===== config.mk =====
export PLATFORM = sky130hd
export DESIGN_NAME = jt51_kon_sched
export DESIGN_NICKNAME = d
export VERILOG_FILES = /design/src/rtl/jt51_kon_sched.sv
export SDC_FILE = /design/constraint.sdc
export NUM_CORES = 1
export LEC_CHECK = 0
export ABC_AREA = 0
export BUFFER_PORTS_ARGS = -buffer_cell sky130_fd_sc_hd__buf_4
export CAP_MARGIN = 20
export CORE_MARGIN = 2
export CORE_UTILIZATION = 38
export CTS_CLUSTER_SIZE = 30
export DETAILED_ROUTE_END_ITERATION = 16
export PLACE_DENSITY = 0.65
export SLEW_MARGIN = 20
export SYNTH_ARGS = -nofsm -noshare
export SYNTH_HDL_FRONTEND = slang
export SYNTH_SLANG_ARGS = --single-unit

===== constraint.sdc =====
create_clock -name clk -period 4.1 [get_ports clk]
set_clock_uncertainty 0.15 [all_clocks]
set_input_delay 0.41 -clock clk [delete_from_list [all_inputs] [get_ports clk]]
set_output_delay 0.41 -clock clk [all_outputs]
set_load 0.1 [all_outputs]

===== src/rtl/jt51_kon_sched.sv =====
// Key-on scheduler: owns the 32-slot counter, queues CPU key commands and
// applies one command per full frame, emitting per-slot key state and phase reset.
module jt51_kon_sched #(
  parameter int FIFO_DEPTH = 4,
  parameter int OUT_DLY    = 2
) (
  input  logic       clk,
  input  logic       rst_n,
  input  logic       cen,
  input  logic       kon_we,
  input  logic [2:0] kon_ch,
  input  logic [3:0] kon_op,
  input  logic       kon_clr,
  output logic       full,
  output logic       ovf,
  output logic       zero,
  output logic [4:0] slot_o,
  output logic       kon_o,
  output logic       pg_rst_o
);

  localparam int AW = $clog2(FIFO_DEPTH);

  typedef enum logic {IDLE, APPLY} state_t;

  state_t         r_state;
  state_t         w_state_nxt;
  logic [4:0]     r_cnt;
  logic [31:0]    r_ks;
  logic [6:0]     r_fifo [FIFO_DEPTH];
  logic [AW-1:0]  r_rd_ptr;
  logic [AW:0]    r_count;
  logic [2:0]     r_act_ch;
  logic [3:0]     r_act_op;
  logic           r_ovf;
  logic           r_clr_pend;
  logic           r_clr_frame;
  logic [6:0]     r_dly [0:OUT_DLY];

  logic           w_last;
  logic           w_empty;
  logic           w_full;
  logic           w_clr_go;
  logic           w_pop;
  logic           w_push;
  logic           w_drop;
  logic           w_new;
  logic           w_pg;
  logic [AW-1:0]  w_wr_ptr;

  assign w_last   = (r_cnt == 5'd31);
  assign w_empty  = (r_count == '0);
  assign w_full   = (r_count == (AW+1)'(FIFO_DEPTH));
  assign w_clr_go = cen && w_last && (r_clr_pend || kon_clr);
  assign w_pop    = cen && w_last && !w_clr_go && !w_empty;
  // A pop in the same cycle frees the slot, so a write to a full FIFO still lands.
  assign w_push   = cen && kon_we && (!w_full || w_pop) && !w_clr_go;
  assign w_drop   = kon_we && w_full && !w_pop && !w_clr_go;
  assign w_wr_ptr = r_rd_ptr + r_count[AW-1:0];

  assign full  = w_full;
  assign ovf   = r_ovf;
  assign zero  = (r_cnt == 5'd0);
  assign {slot_o, kon_o, pg_rst_o} = r_dly[OUT_DLY];

  always_ff @(posedge clk or negedge rst_n) begin
    if (!rst_n) r_state <= IDLE;
    else        r_state <= w_state_nxt;
  end

  always_comb begin
    w_state_nxt = r_state;
    if (w_clr_go)              w_state_nxt = IDLE;
    else if (w_pop)            w_state_nxt = APPLY;
    else if (cen && w_last)    w_state_nxt = IDLE;
  end

  always_comb begin
    w_new = r_ks[r_cnt];
    if (r_clr_frame)
      w_new = 1'b0;
    else if (r_state == APPLY && r_cnt[2:0] == r_act_ch)
      w_new = r_act_op[r_cnt[4:3]];
    w_pg = w_new & ~r_ks[r_cnt];
  end

  always_ff @(posedge clk or negedge rst_n) begin
    if (!rst_n) begin
      r_rd_ptr <= '0;
      r_count  <= '0;
      r_act_ch <= '0;
      r_act_op <= '0;
      for (int i = 0; i < FIFO_DEPTH; i++) r_fifo[i] <= '0;
    end else if (cen) begin
      if (w_clr_go) begin
        r_rd_ptr <= '0;
        r_count  <= '0;
      end else begin
        if (w_push) r_fifo[w_wr_ptr] <= {kon_ch, kon_op};
        if (w_pop) begin
          {r_act_ch, r_act_op} <= r_fifo[r_rd_ptr];
          r_rd_ptr <= r_rd_ptr + AW'(1);
        end
        case ({w_push, w_pop})
          2'b10:   r_count <= r_count + (AW+1)'(1);
          2'b01:   r_count <= r_count - (AW+1)'(1);
          default: r_count <= r_count;
        endcase
      end
    end
  end

  always_ff @(posedge clk or negedge rst_n) begin
    if (!rst_n) begin
      r_cnt       <= '0;
      r_ks        <= '0;
      r_ovf       <= 1'b0;
      r_clr_pend  <= 1'b0;
      r_clr_frame <= 1'b0;
    end else if (cen) begin
      r_cnt        <= r_cnt + 5'd1;
      r_ks[r_cnt]  <= w_new;
      r_ovf        <= w_drop;
      if (w_clr_go)     r_clr_pend <= 1'b0;
      else if (kon_clr) r_clr_pend <= 1'b1;
      if (w_last)       r_clr_frame <= w_clr_go;
    end
  end

  // Output stages keep slot, key state and phase reset travelling together.
  always_ff @(posedge clk or negedge rst_n) begin
    if (!rst_n) begin
      for (int i = 0; i <= OUT_DLY; i++) r_dly[i] <= '0;
    end else if (cen) begin
      r_dly[0] <= {r_cnt, w_new, w_pg};
      for (int i = 1; i <= OUT_DLY; i++) r_dly[i] <= r_dly[i-1];
    end
  end

endmodule


==> flow_summary.yaml <==
floorplan:
  rows: 41
  start_util_pct: 39.15
  core_area_mm2: 0.01272
  die_y_um: 118.5
  ioPinCount: 22
  die_x_um: 118.5
  dieArea_mm2: 0.01404
cts:
  htree_levels: 3
  clk_pin_slew_ps: 70
  cts-hold-fix-buffers: 1
  clock_path_buffers: 2
  clk_latency_ps: 350
  cts_made_buffers: 9
  cts_setup_buffers: 0
  cts-resized-gates: 0
  cts-root-buf: "clkbuf_16"
  cts_tree: "built"
  clock_sinks: 102
route:
  vias_per_cell: 5.186
  first_pass_iters: 4
  wire_per_inst_um: 16.08
  vias: 2982
  drc_errors: 0
  routed_wl_um: 9245
  drt_iter0_markers: 213
  antenna_left: 0
placed_design:
  place.detailed.hpwl_um: 6102
  port_buffers: 21
  routabilityCongestion: 0.8018
timing:
  setup_viol: 0
  final_hold_viol_count: 0
  worst_pin_slew_ps: 660.1
  finalMaxSlewViolations: 0
  whs_ps: 163.2
  fmax_mhz: 333.4
  slew_headroom_pct: 55.83
  grt_setup_unrepaired: "false"
  period_share_pct: 73.15
  setup_tns_ps: 0
  layout_min_cycle_time_ps: 2999
run_status:
  status: "complete, no violations"
worst_setup_path:
  startpoint_type: "flip-flop"
  cp.arrival_ps: 3090
  r2r_setup_slack_ps: 1100
  end_kind: "flip-flop"
  cp_max_fo: 14
  worstSetupPathType: "reg2reg"
  cp.required_ps: 4190
  critPathSlowestCell: "dfrtp_1"
  max_stage_delay_ps: 640
  path_cells: "and3_1, ha_1, nand4bb_1, o21ai_0, buf_4, nand2_1, nor3_2, mux2_2"
synthesis:
  synth_warnings: 0
  synth_area_mm2: 0.004981
  syn-num-nets: 400
  syn_area_per_cell_um2: 13.07
  ys_types: 46
  seq_area_frac_synth_pct: 51.24
  ys.flop_type: "dfrtp_1"
  synth_edf_count: 0
  synthesis.instances: 381
  async_flop_share_pct: 100.0
  ys_ff_latch: 102
worst_hold_path:
  hp-class: "in2reg"
grt:
  grt_pass1_vias: 3155
  grt_max_degree: 46
  track_usage_pct: 14.41
  antenna_found_initial: 0
  grt_pass1_wl_um: 16060
  grt-ovfl-total: 0
finish:
  drive_gt1_share_pct: 34.74
  final_cell_mix: "dfrtp_1 (102), mux2_2 (64), nor2_1 (38), nand2_1 (36), buf_4 (28)"
  layout.nets: 417
  layout_commonest_cell: "dfrtp_1"
  antennaDiodeCount: 0
  syn_to_final_growth_pct: 11.76
power_and_ir_drop:
  cellLeakagePower_uw: 0.002480
  peakVddDrop_mv: 0.3466
  finalPower_uw: 4034
  powerDensity_mw_per_mm2: 724.6
job:
  cap_violations: 0
[logic make-up (layout without fill, tap and decap cells)]
kind of cell / Yosys count / count (layout) / synth area share (%)
muxes: 99 / 99 / 27.76
xor gates and xnor gates: 9 / 9 / 1.583
buffers and inverters: 29 / 51 / 3.667
AOI/OAI and AO/OA: 28 / 28 / 3.969
DFF: 102 / 102 / 51.24
adders and majority gates: 7 / 7 / 1.909
and+or+nand+nor: 107 / 107 / 9.872
[synthesized netlist by cell type (2+ instances only)]
cell	n	area, µm²
a21o_1	2	15.01
a21oi_1	6	30.03
and3_1	3	18.77
buf_1	4	15.01
buf_2	4	20.02
buf_4	6	45.04
buf_6	4	45.04
clkbuf_1	4	15.01
dfrtp_1	102	2552
ha_1	6	75.07
inv_1	6	22.52
mux2_2	64	720.7
mux2_4	17	255.2
mux2i_1	2	20.02
mux4_1	7	183.9
mux4_2	9	202.7
nand2_1	36	135.1
nand2b_1	3	18.77
nand3_1	7	35.03
nand4_1	5	31.28
nor2_1	38	142.6
nor3_1	3	15.01
nor3_2	2	20.02
nor3b_1	3	22.52
o21ai_0	10	50.05
xnor2_1	7	61.31
xor2_1	2	17.52
[path summary, 6_finish.rpt]
kind / start / endpoint / cells past startpoint
min in group asynchronous: rst_n / r_ks[19] / 2
max in group asynchronous: rst_n / r_dly[11] / 3
setup reg to reg: r_cnt[3] / r_fifo[12] / 8
hold reg to reg: r_act_op[2] / r_act_op[2] / 2
hold / removal: kon_op[2] / r_fifo[2] / 2
setup / recovery: r_cnt[3] / r_fifo[12] / 8
[registers in the layout, indices dropped and copies added, names as in the netlist, 2 cells and up]
name and count:
r_dly 14, slot_o 5, r_act_op 4, r_act_ch 3, r_fifo 28, r_ks 32
r_cnt 5, r_count 3, r_rd_ptr 2
[worst max-delay path, delay by kind of cell (launching register included)]
| kind | cells | cell delay, ps |
|---|---|---|
| multiplexers | 1 | 410 |
| AND/OR/NAND/NOR | 4 | 1050 |
| buffers and inverters | 1 | 150 |
| flip-flops | 1 | 640 |
| AO/OA/AOI/OAI | 1 | 230 |
| adder cells (fa/ha/maj) | 1 | 250 |
[metal layers]
layer  wire length, µm  track usage (%)  vias to the layer above
met5                 0                0                        -
met4               158            5.283                        0
met3               327            3.523                       15
met2              4310            21.93                       52
met1              4448            20.03                     1533
li1                  -                -                     1382
[layout make-up]
cell class | instances | area (µm²)
tap | 172 | 215.2
clock buffer | 9 | 225.2
multi-input combinational | 250 | 2251
sequential | 102 | 2552
fill | 1240 | 7156
inverter | 6 | 22.52
clock inverter | 7 | 80.08
timing repair buffer | 29 | 220.2
[where the power goes]
part | internal, µW | switching (µW) | leakage, µW
Clock | 480 | 395 | 0.000143
Combinational | 682 | 837 | 0.00103
Sequential | 1390 | 254 | 0.00131
[stage by stage]
stage | setup slack [ps] | utilization (%) | instance area (µm²) | cells
final | 1101 | 43.75 | 5567 | 575
after global routing | 780.7 | 43.75 | 5567 | 575
after CTS | 1071 | 43.75 | 5567 | 575
after detailed placement | 1115 | 41.28 | 5251 | 558
after global placement | 1214 | 41.28 | 5251 | 558
after floorplan | 764.9 | - | 4986 | 381
No activity file was read; power rests on OpenSTA's default activity.
